### src/rtl/uart_rx_ctrl.sv
// UART receive controller: oversampling edge/bit counters plus the frame FSM
// that sequences sampler, deserializer and start/parity/stop checkers.
module uart_rx_ctrl #(
  parameter int DATA_WIDTH = 8,
  parameter int PRESCALE_W = 6,
  parameter int BIT_W      = $clog2(DATA_WIDTH)
) (
  input  logic                  CLK,
  input  logic                  RST,
  input  logic                  RX_IN,
  input  logic [PRESCALE_W-1:0] PRESCALE,
  input  logic                  PAR_EN,
  input  logic                  STP2,
  input  logic                  strt_glitch,
  input  logic                  Parity_Error,
  input  logic                  Stop_Error,
  output logic [PRESCALE_W-1:0] edge_cnt,
  output logic [BIT_W-1:0]      bit_cnt,
  output logic                  dat_samp_en,
  output logic                  deser_en,
  output logic                  strt_chk_en,
  output logic                  par_chk_en,
  output logic                  stp_chk_en,
  output logic                  data_valid,
  output logic                  parity_err,
  output logic                  framing_err,
  output logic                  break_det
);

  typedef enum logic [2:0] {
    IDLE, START, DATA, PARITY, STOP, ERR_CH, BRK_WAIT
  } state_t;

  localparam logic [PRESCALE_W-1:0] P_MIN    = PRESCALE_W'(4);
  localparam logic [BIT_W-1:0]      BIT_LAST = BIT_W'(DATA_WIDTH - 1);

  state_t state, state_next;

  logic [PRESCALE_W-1:0] p_lat;
  logic [PRESCALE_W-1:0] p_clamped;
  logic                  par_en_lat;
  logic                  stp2_lat;
  logic                  stp_idx;
  logic                  perr;
  logic                  serr;
  logic                  zero;
  logic                  edge_done;
  logic                  in_frame;
  logic                  start_entry;

  assign p_clamped   = (PRESCALE < P_MIN) ? P_MIN : PRESCALE;
  assign edge_done   = (edge_cnt == (p_lat - PRESCALE_W'(1)));
  assign in_frame    = (state == START) || (state == DATA) ||
                       (state == PARITY) || (state == STOP);
  assign start_entry = (state_next == START) && (state != START);

  always_ff @(posedge CLK or posedge RST) begin
    if (RST) begin
      state <= IDLE;
    end else begin
      state <= state_next;
    end
  end

  always_comb begin
    state_next  = state;
    dat_samp_en = in_frame;
    deser_en    = 1'b0;
    strt_chk_en = 1'b0;
    par_chk_en  = 1'b0;
    stp_chk_en  = 1'b0;
    data_valid  = 1'b0;
    parity_err  = 1'b0;
    framing_err = 1'b0;
    break_det   = 1'b0;
    case (state)
      IDLE: begin
        if (!RX_IN) state_next = START;
      end
      START: begin
        strt_chk_en = edge_done;
        if (edge_done) state_next = strt_glitch ? IDLE : DATA;
      end
      DATA: begin
        deser_en = edge_done;
        if (edge_done && (bit_cnt == BIT_LAST))
          state_next = par_en_lat ? PARITY : STOP;
      end
      PARITY: begin
        par_chk_en = edge_done;
        if (edge_done) state_next = STOP;
      end
      STOP: begin
        stp_chk_en = edge_done;
        if (edge_done && (!stp2_lat || stp_idx)) state_next = ERR_CH;
      end
      ERR_CH: begin
        data_valid  = !perr && !serr;
        parity_err  = perr;
        framing_err = serr;
        break_det   = serr && zero;
        // A break must see the line return high before another frame may start
        if (serr && zero)  state_next = BRK_WAIT;
        else if (!RX_IN)   state_next = START;
        else               state_next = IDLE;
      end
      BRK_WAIT: begin
        if (RX_IN) state_next = IDLE;
      end
      default: state_next = IDLE;
    endcase
  end

  always_ff @(posedge CLK or posedge RST) begin
    if (RST) begin
      edge_cnt   <= '0;
      bit_cnt    <= '0;
      p_lat      <= P_MIN;
      par_en_lat <= 1'b0;
      stp2_lat   <= 1'b0;
      stp_idx    <= 1'b0;
      perr       <= 1'b0;
      serr       <= 1'b0;
      zero       <= 1'b0;
    end else if (start_entry) begin
      // Frame configuration is frozen here for the whole frame
      p_lat      <= p_clamped;
      par_en_lat <= PAR_EN;
      stp2_lat   <= STP2;
      edge_cnt   <= '0;
      bit_cnt    <= '0;
      stp_idx    <= 1'b0;
      perr       <= 1'b0;
      serr       <= 1'b0;
      zero       <= 1'b1;
    end else begin
      if (in_frame) edge_cnt <= edge_done ? '0 : edge_cnt + 1'b1;
      else          edge_cnt <= '0;

      if ((state == START) && edge_done)
        bit_cnt <= '0;
      else if (deser_en)
        bit_cnt <= (bit_cnt == BIT_LAST) ? '0 : bit_cnt + 1'b1;

      if (stp_chk_en) stp_idx <= stp2_lat && !stp_idx;
      if (par_chk_en && Parity_Error) perr <= 1'b1;
      if (stp_chk_en && Stop_Error)   serr <= 1'b1;
      if (in_frame && RX_IN)          zero <= 1'b0;
    end
  end

endmodule

### config.mk
export PLATFORM = sky130hd
export DESIGN_NAME = uart_rx_ctrl
export DESIGN_NICKNAME = d
export VERILOG_FILES = /design/src/rtl/uart_rx_ctrl.sv
export SDC_FILE = /design/constraint.sdc
export NUM_CORES = 1
export LEC_CHECK = 0
export ABC_AREA = 1
export BUFFER_PORTS_ARGS = -buffer_cell sky130_fd_sc_hd__buf_2
export CORE_ASPECT_RATIO = 1.4
export CORE_MARGIN = 2
export CORE_UTILIZATION = 58
export CTS_CLUSTER_SIZE = 25
export DETAILED_ROUTE_END_ITERATION = 8
export GPL_TIMING_DRIVEN = 0
export PLACE_DENSITY_LB_ADDON = 0.08
export SYNTH_ARGS = -nofsm -noshare
export SYNTH_HDL_FRONTEND = slang
export SYNTH_SLANG_ARGS = --single-unit
### constraint.sdc
create_clock -name CLK -period 2.6 [get_ports CLK]
set_input_delay 0 -clock CLK [delete_from_list [all_inputs] [get_ports CLK]]
set_output_delay 0 -clock CLK [all_outputs]
set_load 0.02 [all_outputs]
After elaboration in Yosys (flattened, before gate mapping):

Cells that the tools add are included.

* register bits: 24
* bits of input ports: 14
* output and inout port bits: 18
* word-level logic and storage cells: 83

* $add $sub $neg: 3
* magnitude comparators: 1
* equal/unequal tests: 10
* mux-type cells: 35
* reduce and logical (&&, ||, !) cells: 24

Operators with widths (count)
* $mux W3: 12
* $mux W6: 4
* $pmux W3 S7: 1
* $mux W1: 17
* $eq A3 B3 Y1 const B: 4
* $logic_and A1 B1 Y1: 10
* $reduce_bool A2 Y1: 4
* $add A6 B1 Y6 const B: 1
* $eq A3 B1 Y1 const B: 2
* $eq A3 B2 Y1 const B: 2
* $eq A6 B6 Y1: 1
* $lt A6 B3 Y1 const B: 1
* $sub A6 B1 Y6 const B: 1
* $logic_not A1 Y1: 4
* $logic_or A1 B1 Y1: 4
* $add A3 B1 Y3 const B: 1
* $logic_not A3 Y1: 1
* $ne A3 B1 Y1 const B: 1
* $reduce_bool A3 Y1: 1
* $mux W2: 1

Logic depth before layout (Yosys ltp):

* depth in word-level cells: 8
* depth in mapped cells: 15
* depth with buffers taken out: 15

Worst setup path before layout:

Ideal clock, no wire load.

* path type: register -> register
* start: register p_lat[1]
* end: register perr
* library setup time: 0.073 ns
* data arrival time: 1.697 ns
* data required time: 2.527 ns
* path slack: 0.830 ns
* cell stages (with the launch flop): 12
* buffers on the path: 0
* clock period less this slack: 1.770 ns
* cell sequence: dfrtp_1 > inv_1 > ha_1 > xor2_1 > nand2_1 > nor2_1 > nand2_1 > nor2_2 > nand3_2 > inv_1 > nand2_1 > a21oi_2

* elaborated cells between the ends (all ways): 15
* those cells by class: add/sub: 1; eq/ne: 2; mux: 7; reduce/logical: 5

RTL lines
* start, declared: line 39 `logic [PRESCALE_W-1:0] p_lat;`
* start signal, assigned: line 127 `p_lat <= p_clamped;`
* $sub A6 B1 Y6: line 52 `assign edge_done = (edge_cnt == (p_lat - PRESCALE_W'(1)));`
* $eq A6 B6 Y1: line 52
* $mux W1: line 76 `case (state)`
* named net par_chk_en: line 22 `output logic par_chk_en,`
* $logic_and A1 B1 Y1: line 146 `if (par_chk_en && Parity_Error) perr <= 1'b1;`
* $reduce_bool A2 Y1 (no source line)
* end signal, assigned: line 122 `perr <= 1'b0;`
* end signal, assigned: line 133 `perr <= 1'b0;`
* end signal, assigned: line 146
* end, declared: line 44 `logic perr;`

The timed path passes the listed nets, and every way through them passes these cells.
A chain may end at the register's enable or synchronous reset.

Final worst setup path:

* start: register state[1]
* end: register p_lat[2]

* cells in the longest elaborated chain, start to end: 4
* elaborated cells between the ends (all ways): 17
* those cells by class: eq/ne: 8; mux: 7; reduce/logical: 2

RTL lines
* start, declared: line 37 `state_t state, state_next;`
* start signal, assigned: line 61 `state <= state_next;`
* $eq A3 B3 Y1 (tied with other cells): line 76
* $pmux W3 S7: line 76
* $eq A3 B1 Y1: line 55 `assign start_entry = (state_next == START) && (state != START);`
* $logic_and A1 B1 Y1 (*): line 55

Mark *: on every way between the ends. The rest lies on a longest branch, timed or not.

==> summary.txt <==
CP arrival - 2.44 ns
Area Growth Syn to Fin - 24.6%
Pleak - 1.10 nW
Hold Path Class - input pin to flop
Period minus WS final - 2.17 ns
Synth top area share - 0.369
Pin count of the biggest net entering global routing - 25
Die area - 3120 um2
Die Y-Extent - 65.3 um
Slew Viols, Final - 0
Crit-path cells - inv_1, nand3_1, o21ai_0, nand2_2, inv_1, nor2_1, a31oi_1, dlygate4sd3_1
Commonest cells after routing, fill and taps aside - nand2_1 (59), buf_2 (32), inv_1 (31)
Min-Delay Endpoint - zero$_DFFE_PP0P_
Worst EP required - 2.87 ns
RSZ-0062 raised after global routing - false
FF-to-FF End - p_lat[2]$_DFFE_PP1N_
Resize count post-CTS - 0
Clock transition at the registers of the reported paths - 0.13 ns
Drt total wl - 3450 um
Slew headroom - 0.396
Vias in the first global route - 1,370
Max-cap viol count - 0
Vias - 1,458
Crit-path max FO - 10
CTS max path bufs - 2
Rows - 22
Min-delay src - RX_IN
Antenna Cells - 0
Max Clock Skew - 0.00858 ns
Num CTS Buffers - 3
Gr usage total - 0.260
DR DRC count - 0
Most used cell, CP - inv_1
Synth Cell Area - 1560 um2
Antenna violations before repair - 0
Port bufs - 31
Routed Antenna Nets - 0
Pwr Total - 0.00178 W
Root buffer cell - clkbuf_4
Post-synthesis register bit count - 24
Skew-Pair Late Insertion Delay - 0.32 ns
Setup TNS - 0 ns
Dpl hpwl - 2460 um
Crit Path Class - flop to flop
Critical path's largest stage delay - 0.58 ns
Clock sinks - 24
Average via count per standard cell - 4.94
Area leader, netlist - dfrtp_1
Drt first pass iters - 4
Die Wd - 47.8 um
DRT iter0 DRCs - 44
Crit share post-route - 0.833
Sequential area share after synthesis - 0.386
Synthesized instance count - 211
GP Congestion - 0.838
Wire length of the first global-routing pass - 5710 um
CTS tree - built
Setup crit start kind - flop
Ports - 32
Drt wl/cell - 11.7 um
Fin. Hold Viols - 0
Top cells by area, synth - dfrtp_1 (37%), nand2_1 (14%), inv_1 (7.5%)
Power per cell area - 918 nW/um2
Most common cell after layout, fill and taps aside - nand2_1
Core area - 2590 um2
Max frequency - 462 MHz
Reg2reg setup slack - 0.43 ns
Register-to-Register Path Depth - 8
Worst VDD drop - 550 uV
Starting Density - 0.603
Status - complete, no violations
Reg2Reg Launch Point - state[1]$_DFF_PP0_
Min-Delay Path Depth - 4
Grt ovf - 0
H-tree lvl count - 1
Least-Margin Pin Slew - 0.905 ns
Worst setup EP type - flop
Synth Net Count - 229
Synth warn - 0
Syn Area/Cell - 7.39 um2
Layout cells sized above 1 - 0.236
Layout Nets - 278
Slowest CP cell - dlygate4sd3_1
Final setup fails - 0
Netlist cell types - 31
power by group:
part           total, W  internal (W)  leakage, nW  switching (W)
Clock          0.000267      0.000156       0.0279       0.000111
Sequential     0.000606      0.000490        0.310       0.000116
Combinational  0.000910      0.000327        0.765       0.000583
Total           0.00178      0.000973         1.10       0.000811
worst max-delay path: cells and delay by family, from the launching register on:
kind | cells | cell delay (ns)
flip-flops | 1 | 0.45
AND/OR/NAND/NOR | 3 | 0.39
AO/OA/AOI/OAI | 2 | 0.38
buffers and inverters | 3 | 0.89
cell families (layout without fill, tap and decap cells):
| group | after synthesis | after routing | share of synthesized area |
|---|---|---|---|
| AND/OR/NAND/NOR | 122 | 122 | 0.376 |
| buffers and inverters | 39 | 87 | 0.0979 |
| flip-flops | 24 | 24 | 0.386 |
| AO/OA/AOI/OAI | 17 | 17 | 0.0626 |
| XOR/XNOR | 5 | 5 | 0.0450 |
| adder cells (fa/ha/maj) | 4 | 4 | 0.0321 |
layer usage:
metal	part of all wire	track usage
met1	0.39	0.289
met3	0.025	0.0275
met2	0.56	0.463
met4	0.024	0.118
met5	0	0
timing repair:
item,in CTS,in global routing
hold endpoints to repair,34,0
setup buffers,0,0
hold buffers,13,0
synth_stat cells:
master	n
nand4_1	5
a21oi_1	2
nor3_1	1
ha_1	4
xor2_4	1
nand4_2	1
a21oi_2	2
nor2_2	1
nand3_1	18
nand2_1	59
o31ai_1	1
o21ai_0	9
o21ai_1	1
dfstp_2	1
nor2_4	4
xnor2_1	1
xor2_1	2
nand3b_1	2
inv_2	5
nand3_4	1
buf_4	1
dfrtp_1	23
buf_2	1
xnor2_2	1
nand2_2	3
a31oi_1	2
inv_1	31
clkinv_2	1
nor3b_1	1
nand3_2	3
nor2_1	23
area by class of cell:
cell class	instances	area, um2
multi-input combinational	148	805
fill	234	646
sequential	24	602
timing repair buffer	44	285
inverter	37	140
tap	36	45.0
clock inverter	1	30.0
clock buffer	3	22.5
buffer	2	12.5
state kept, by name, summed over array words and instances (netlist names):
signal      flops
bit_cnt         3
edge_cnt        6
p_lat           6
par_en_lat      1
perr            1
serr            1
state           3
stp2_lat        1
stp_idx         1
zero            1
metrics by stage:
step                      cells  setup slack [ns]  hold WS [ns]  area (um2)   util
final                       295             0.433        0.0822        1940  0.750
after detailed placement    278             0.685         0.215        1760  0.680
after floorplan             211             0.830        0.0139        1560      -
after CTS                   295             0.410        0.0738        1940  0.750
after global placement      278             0.732         0.214        1760  0.680
after global routing        295             0.176        0.0966        1940  0.750
worst max-delay path by stage:
| stage | startpoint | endpoint | slack, ns | cells past startpoint |
|---|---|---|---|---|
| 2_1_floorplan | p_lat[1]$_DFFE_PP0N_ | perr$_DFFE_PP0P_ | 0.83 | 11 |
| 3_3_place_gp | p_lat[0]$_DFFE_PP0N_ | state[0]$_DFF_PP0_ | 0.73 | 12 |
| 3_5_place_dp | p_lat[0]$_DFFE_PP0N_ | state[0]$_DFF_PP0_ | 0.69 | 12 |
| 4_1_cts | p_lat[0]$_DFFE_PP0N_ | strt_chk_en | 0.41 | 10 |
| 5_1_grt | state[1]$_DFF_PP0_ | p_lat[2]$_DFFE_PP1N_ | 0.18 | 8 |
| 6_report | state[1]$_DFF_PP0_ | p_lat[2]$_DFFE_PP1N_ | 0.43 | 8 |
No activity file was read; power rests on OpenSTA's default activity.
